### config.mk
export PLATFORM = sky130hd
export DESIGN_NAME = piso_reader8
export DESIGN_NICKNAME = d
export VERILOG_FILES = /design/src/rtl/piso_pkg.sv /design/src/rtl/piso_bit_cnt.sv /design/src/rtl/piso_reader8.sv
export SDC_FILE = /design/constraint.sdc
export NUM_CORES = 1
export LEC_CHECK = 0
export ABC_AREA = 1
export BUFFER_PORTS_ARGS = -buffer_cell sky130_fd_sc_hd__buf_2
export CAP_MARGIN = 10
export CORE_MARGIN = 2
export CORE_UTILIZATION = 25
export DETAILED_ROUTE_END_ITERATION = 10
export PLACE_DENSITY = 0.43
export SLEW_MARGIN = 15
export SYNTH_ARGS = -nofsm -noshare
export SYNTH_HDL_FRONTEND = slang
export SYNTH_SLANG_ARGS = --single-unit
### constraint.sdc
create_clock -name clk -period 3 [get_ports clk]
set_input_delay 0.6 -clock clk [delete_from_list [all_inputs] [get_ports clk]]
set_output_delay 0.6 -clock clk [all_outputs]
set_load 0.05 [all_outputs]
### src/rtl/piso_pkg.sv
// Shared types and constants for the piso_reader8 serializer.
// Imported by the top and its bit counter.
package piso_pkg;

  localparam int DEF_WIDTH = 8;

  typedef enum logic {
    ST_IDLE  = 1'b0,
    ST_SHIFT = 1'b1
  } state_e;

  function automatic int cnt_w(input int width);
    return $clog2(width);
  endfunction

endpackage

### src/rtl/piso_bit_cnt.sv
// Beat counter for the serializer: counts transferred bits and
// flags the final bit position of a word.
module piso_bit_cnt
  import piso_pkg::*;
#(
  parameter int WIDTH = DEF_WIDTH
) (
  input  logic clk,
  input  logic rst,
  input  logic en_i,
  input  logic clr_i,
  output logic last_o
);

  localparam int CNT_W = cnt_w(WIDTH);

  logic [CNT_W-1:0] cnt_q;
  logic [CNT_W-1:0] cnt_d;

  always_comb begin
    cnt_d = cnt_q;
    if (clr_i) begin
      cnt_d = '0;
    end else if (en_i) begin
      cnt_d = cnt_q + 1'b1;
    end
  end

  always_ff @(posedge clk) begin
    if (rst) begin
      cnt_q <= '0;
    end else begin
      cnt_q <= cnt_d;
    end
  end

  assign last_o = (cnt_q == CNT_W'(WIDTH - 1));

endmodule

### src/rtl/piso_reader8.sv
// Parallel-in serial-out reader: accepts a word over valid/ready
// and streams it one bit per accepted beat, pulsing done at the end.
module piso_reader8
  import piso_pkg::*;
#(
  parameter int WIDTH     = DEF_WIDTH,
  parameter int LSB_FIRST = 1
) (
  input  logic             clk,
  input  logic             reset,
  input  logic [WIDTH-1:0] d,
  input  logic             load_valid,
  output logic             load_ready,
  output logic             s_out,
  output logic             s_valid,
  input  logic             s_ready,
  output logic             done
);

  state_e           state_q;
  state_e           state_d;
  logic [WIDTH-1:0] shreg_q;
  logic [WIDTH-1:0] shreg_d;
  logic             done_q;
  logic             done_d;
  logic             load_acc;
  logic             beat;
  logic             last;

  assign load_acc = (state_q == ST_IDLE) && load_valid;
  assign beat     = (state_q == ST_SHIFT) && s_ready;

  piso_bit_cnt #(
    .WIDTH (WIDTH)
  ) u_cnt (
    .clk    (clk),
    .rst    (reset),
    .en_i   (beat),
    .clr_i  (load_acc || (beat && last)),
    .last_o (last)
  );

  always_comb begin
    state_d = state_q;
    shreg_d = shreg_q;
    done_d  = 1'b0;
    unique case (state_q)
      ST_IDLE: begin
        if (load_valid) begin
          shreg_d = d;
          state_d = ST_SHIFT;
        end
      end
      ST_SHIFT: begin
        if (s_ready) begin
          // Shift toward the output end, zero-filling behind.
          if (LSB_FIRST != 0) begin
            shreg_d = shreg_q >> 1;
          end else begin
            shreg_d = shreg_q << 1;
          end
          if (last) begin
            state_d = ST_IDLE;
            done_d  = 1'b1;
          end
        end
      end
      default: begin
        state_d = ST_IDLE;
      end
    endcase
  end

  always_ff @(posedge clk) begin
    if (reset) begin
      state_q <= ST_IDLE;
      shreg_q <= '0;
      done_q  <= 1'b0;
    end else begin
      state_q <= state_d;
      shreg_q <= shreg_d;
      done_q  <= done_d;
    end
  end

  logic out_bit;

  always_comb begin
    if (LSB_FIRST != 0) begin
      out_bit = shreg_q[0];
    end else begin
      out_bit = shreg_q[WIDTH-1];
    end
  end

  assign load_ready = (state_q == ST_IDLE);
  assign s_valid    = (state_q == ST_SHIFT);
  assign s_out      = s_valid && out_bit;
  assign done       = done_q;

endmodule

==> flow_summary_export.csv <==
group,metric,value,unit
min_path,holdPathStages,2,
cts,cts_htree_levels,1,
layout,fin_nets,131,
layout,fill_cells,298,
grt,grt_usage,0.101,
logic_synthesis,syn_area_per_cell,6.64,µm²
floorplan,die_h,55.3,µm
critical_path,crit_path_end_kind,"output port",
grt,grt_pass1_wl,2.46,mm
placed_design,dp_slack,1.26,ns
timing,rsz0062_at_grt,"no",
cts,cts.repair.resized,0,
power_and_ir_drop,power.total,0.373,mW
power_and_ir_drop,peakVddDrop,0.181,mV
logic_synthesis,seq_area_frac_synth,0.396,
critical_path,cp.required,2.40,ns
power_and_ir_drop,power_density,479,nW/µm²
floorplan,start_util,0.265,
floorplan,fp.dieW,55.3,µm
cts,cts_buffer_depth,2,
power_and_ir_drop,p_sw_frac,0.300,
critical_path,path_class,"reg2out",
drt,vias_per_cell,4.33,
cts,hold_buffers,0,
grt,top_usage_layer,"met2",
logic_synthesis,syn_area,657,µm²
grt,gr-usage-met3,0.0211,
critical_path,cpPeakStageDelay,0.67,ns
timing,fin_ws,0.979,ns
min_path,hold_path.class,"reg2reg",
cts,clock_latency,0.27,ns
logic_synthesis,syn-num-nets,113,
drt,wl,1.40,mm
timing,timing.fmax,0.495,GHz
timing,maxSlewHeadroom,0.641,
critical_path,worstPathMaxFanout,13,
grt,antenna_found_initial,0,
floorplan,ios,16,
placed_design,post-dp-hpwl,1.05,mm
power_and_ir_drop,clkPwrFrac,0.293,
power_and_ir_drop,leakage,0.416,nW
cts,post_cts_buffers,0,
grt,grt_pass1_vias,604,
layout,area_delta_synth_final,18.3,%
critical_path,arrival,1.42,ns
timing,finalHoldViolCount,0,
floorplan,core_area,2480,µm²
power_and_ir_drop,p_comb_frac,0.188,
layout,final_area,777,µm²
logic_synthesis,ys_warn_count,0,
cts,clock_sinks,13,
critical_path,rr_worst_depth,5,
logic_synthesis,ys_types,15,
job,maxCapViolations,0,
power_and_ir_drop,intPower,0.261,mW
layout,antennaDiodeCount,0,
critical_path,slowest_stage,"dfxtp_1",
drt,avgRoutedWirePerCell,9.55,µm
cts,cts_buffers,3,
drt,drc,0,
timing,tightest_slew,0.538,ns
power_and_ir_drop,p_sw,0.112,mW
logic_synthesis,ys_seq_elements,13,
cts,clock-root-buffer,"clkbuf_4",
logic_synthesis,postSynthCellCount,99,
min_path,hp-start,"u_cnt.cnt_q[2]",
critical_path,timing.rr.end,"shreg_q[5]",
critical_path,rrSetupSlack,1.39,ns
cts,cts.clk_slew.worst_paths,0.08,ns
grt,grt_max_degree,14,
drt,first_iter_violations,15,
placed_design,gp_congestion,0.702,
placed_design,portBuffers,15,
timing,slew_viol_final,0,
power_and_ir_drop,seq_power_share,0.519,
critical_path,reg2reg_from,"s_valid",
grt,grt_use_met2,0.156,
timing,finClkSkew,0.00195,ns
grt,grtUsageMet1,0.127,
timing,tns,0,ns
placed_design,place_area,751,µm²
grt,grt_overflow_total,0,
critical_path,crit_path_cell_trace,"inv_2 > buf_2",
critical_path,startpoint_type,"flip-flop",
min_path,holdPathEnd,"u_cnt.cnt_q[2]",
floorplan,rows,18,
drt,via_count,632,
timing,finalCriticalPeriod,2.02,ns
floorplan,die-area,3050,µm²
drt,ant_nets,0,
timing,setup_viol,0,
outcome,status,"finished clean",
timing,period_share,0.674,
layout,drive_gt1_frac,0.198,
drt,firstDrtPassIters,4,
cts,cts_tree,"built",
registers in the layout (all words and copies together) (netlist names):
name,flops
done,1
shreg_q,8
s_valid,1
u_cnt.cnt_q,3
power groups by stage:
stage	Sequential, mW	Combinational (mW)	Clock (mW)
after floorplan	0.196	0.0538	0
after global placement	0.197	0.0716	0
after detailed placement	0.197	0.0712	0
after CTS	0.193	0.0717	0.117
after global routing	0.195	0.0795	0.124
final	0.193	0.0702	0.109
through the flow:
stage,util,cells,hold WS (ns)
floorplan,-,99,0.440
global placement,0.303,142,0.467
detailed placement,0.303,142,0.469
CTS,0.314,146,0.482
global route,0.314,146,0.500
finish,0.314,146,0.474
routing by layer:
| layer | vias up | part of all wire |
|---|---|---|
| li1 | 335 | - |
| met1 | 283 | 0.49 |
| met2 | 12 | 0.47 |
| met3 | 2 | 0.037 |
| met4 | 0 | 0.0065 |
| met5 | - | 0 |
cell usage after synthesis (all sizes together):
master,count,area (µm²)
nand3,10,55.1
nor2,18,82.6
nand2,37,141
buf,2,18.8
xor2,1,8.76
dfxtp,13,260
ha,2,25.0
a21oi,4,20.0
inv,11,41.3
clkinv,1,3.75
how the worst max path moves through the flow:
stage,startpoint,endpoint
global route,s_valid,load_ready
CTS,s_valid,load_ready
floorplan,s_valid,s_out
finish,s_valid,load_ready
detailed placement,s_valid,load_ready
global placement,s_valid,load_ready
cell type report:
| cell class | count | area, µm² | share of cell area |
|---|---|---|---|
| Inverter | 12 | 45.0 | 0.0580 |
| Clock buffer | 4 | 26.3 | 0.0338 |
| Sequential cell | 13 | 260 | 0.335 |
| Tap cell | 30 | 37.5 | 0.0483 |
| Multi-Input combinational cell | 72 | 333 | 0.428 |
| Timing Repair Buffer | 15 | 75.1 | 0.0966 |
placed cells by master (no fill, tap or decap):
cell | netlist | routed
a21oi_1 | 4 | 4
buf_2 | 0 | 15
clkbuf_1 | 0 | 1
clkbuf_4 | 0 | 3
clkinv_1 | 1 | 1
dfxtp_1 | 13 | 13
ha_1 | 2 | 2
inv_1 | 10 | 10
inv_2 | 1 | 1
nand2_1 | 36 | 36
nand2_2 | 1 | 1
nand3_1 | 9 | 9
nand3_2 | 1 | 1
nor2_1 | 16 | 16
nor2_4 | 2 | 2
xor2_1 | 1 | 1
critical path: cells and delay by family, from the launching register on:
kind     cells  cell delay [ns]
buf+inv      2             0.48
flops        1             0.67
cells by family (layout without fill, tap and decap cells):
logic type / count (synthesis) / after routing / synth area share
adders and majority gates: 2 / 2 / 0.0381
and+or+nand+nor: 65 / 65 / 0.425
DFF: 13 / 13 / 0.396
buffers and inverters: 14 / 31 / 0.0971
xor gates and xnor gates: 1 / 1 / 0.0133
AOI/OAI and AO/OA: 4 / 4 / 0.0305
Note: power is estimated with default switching activity, not from simulation.
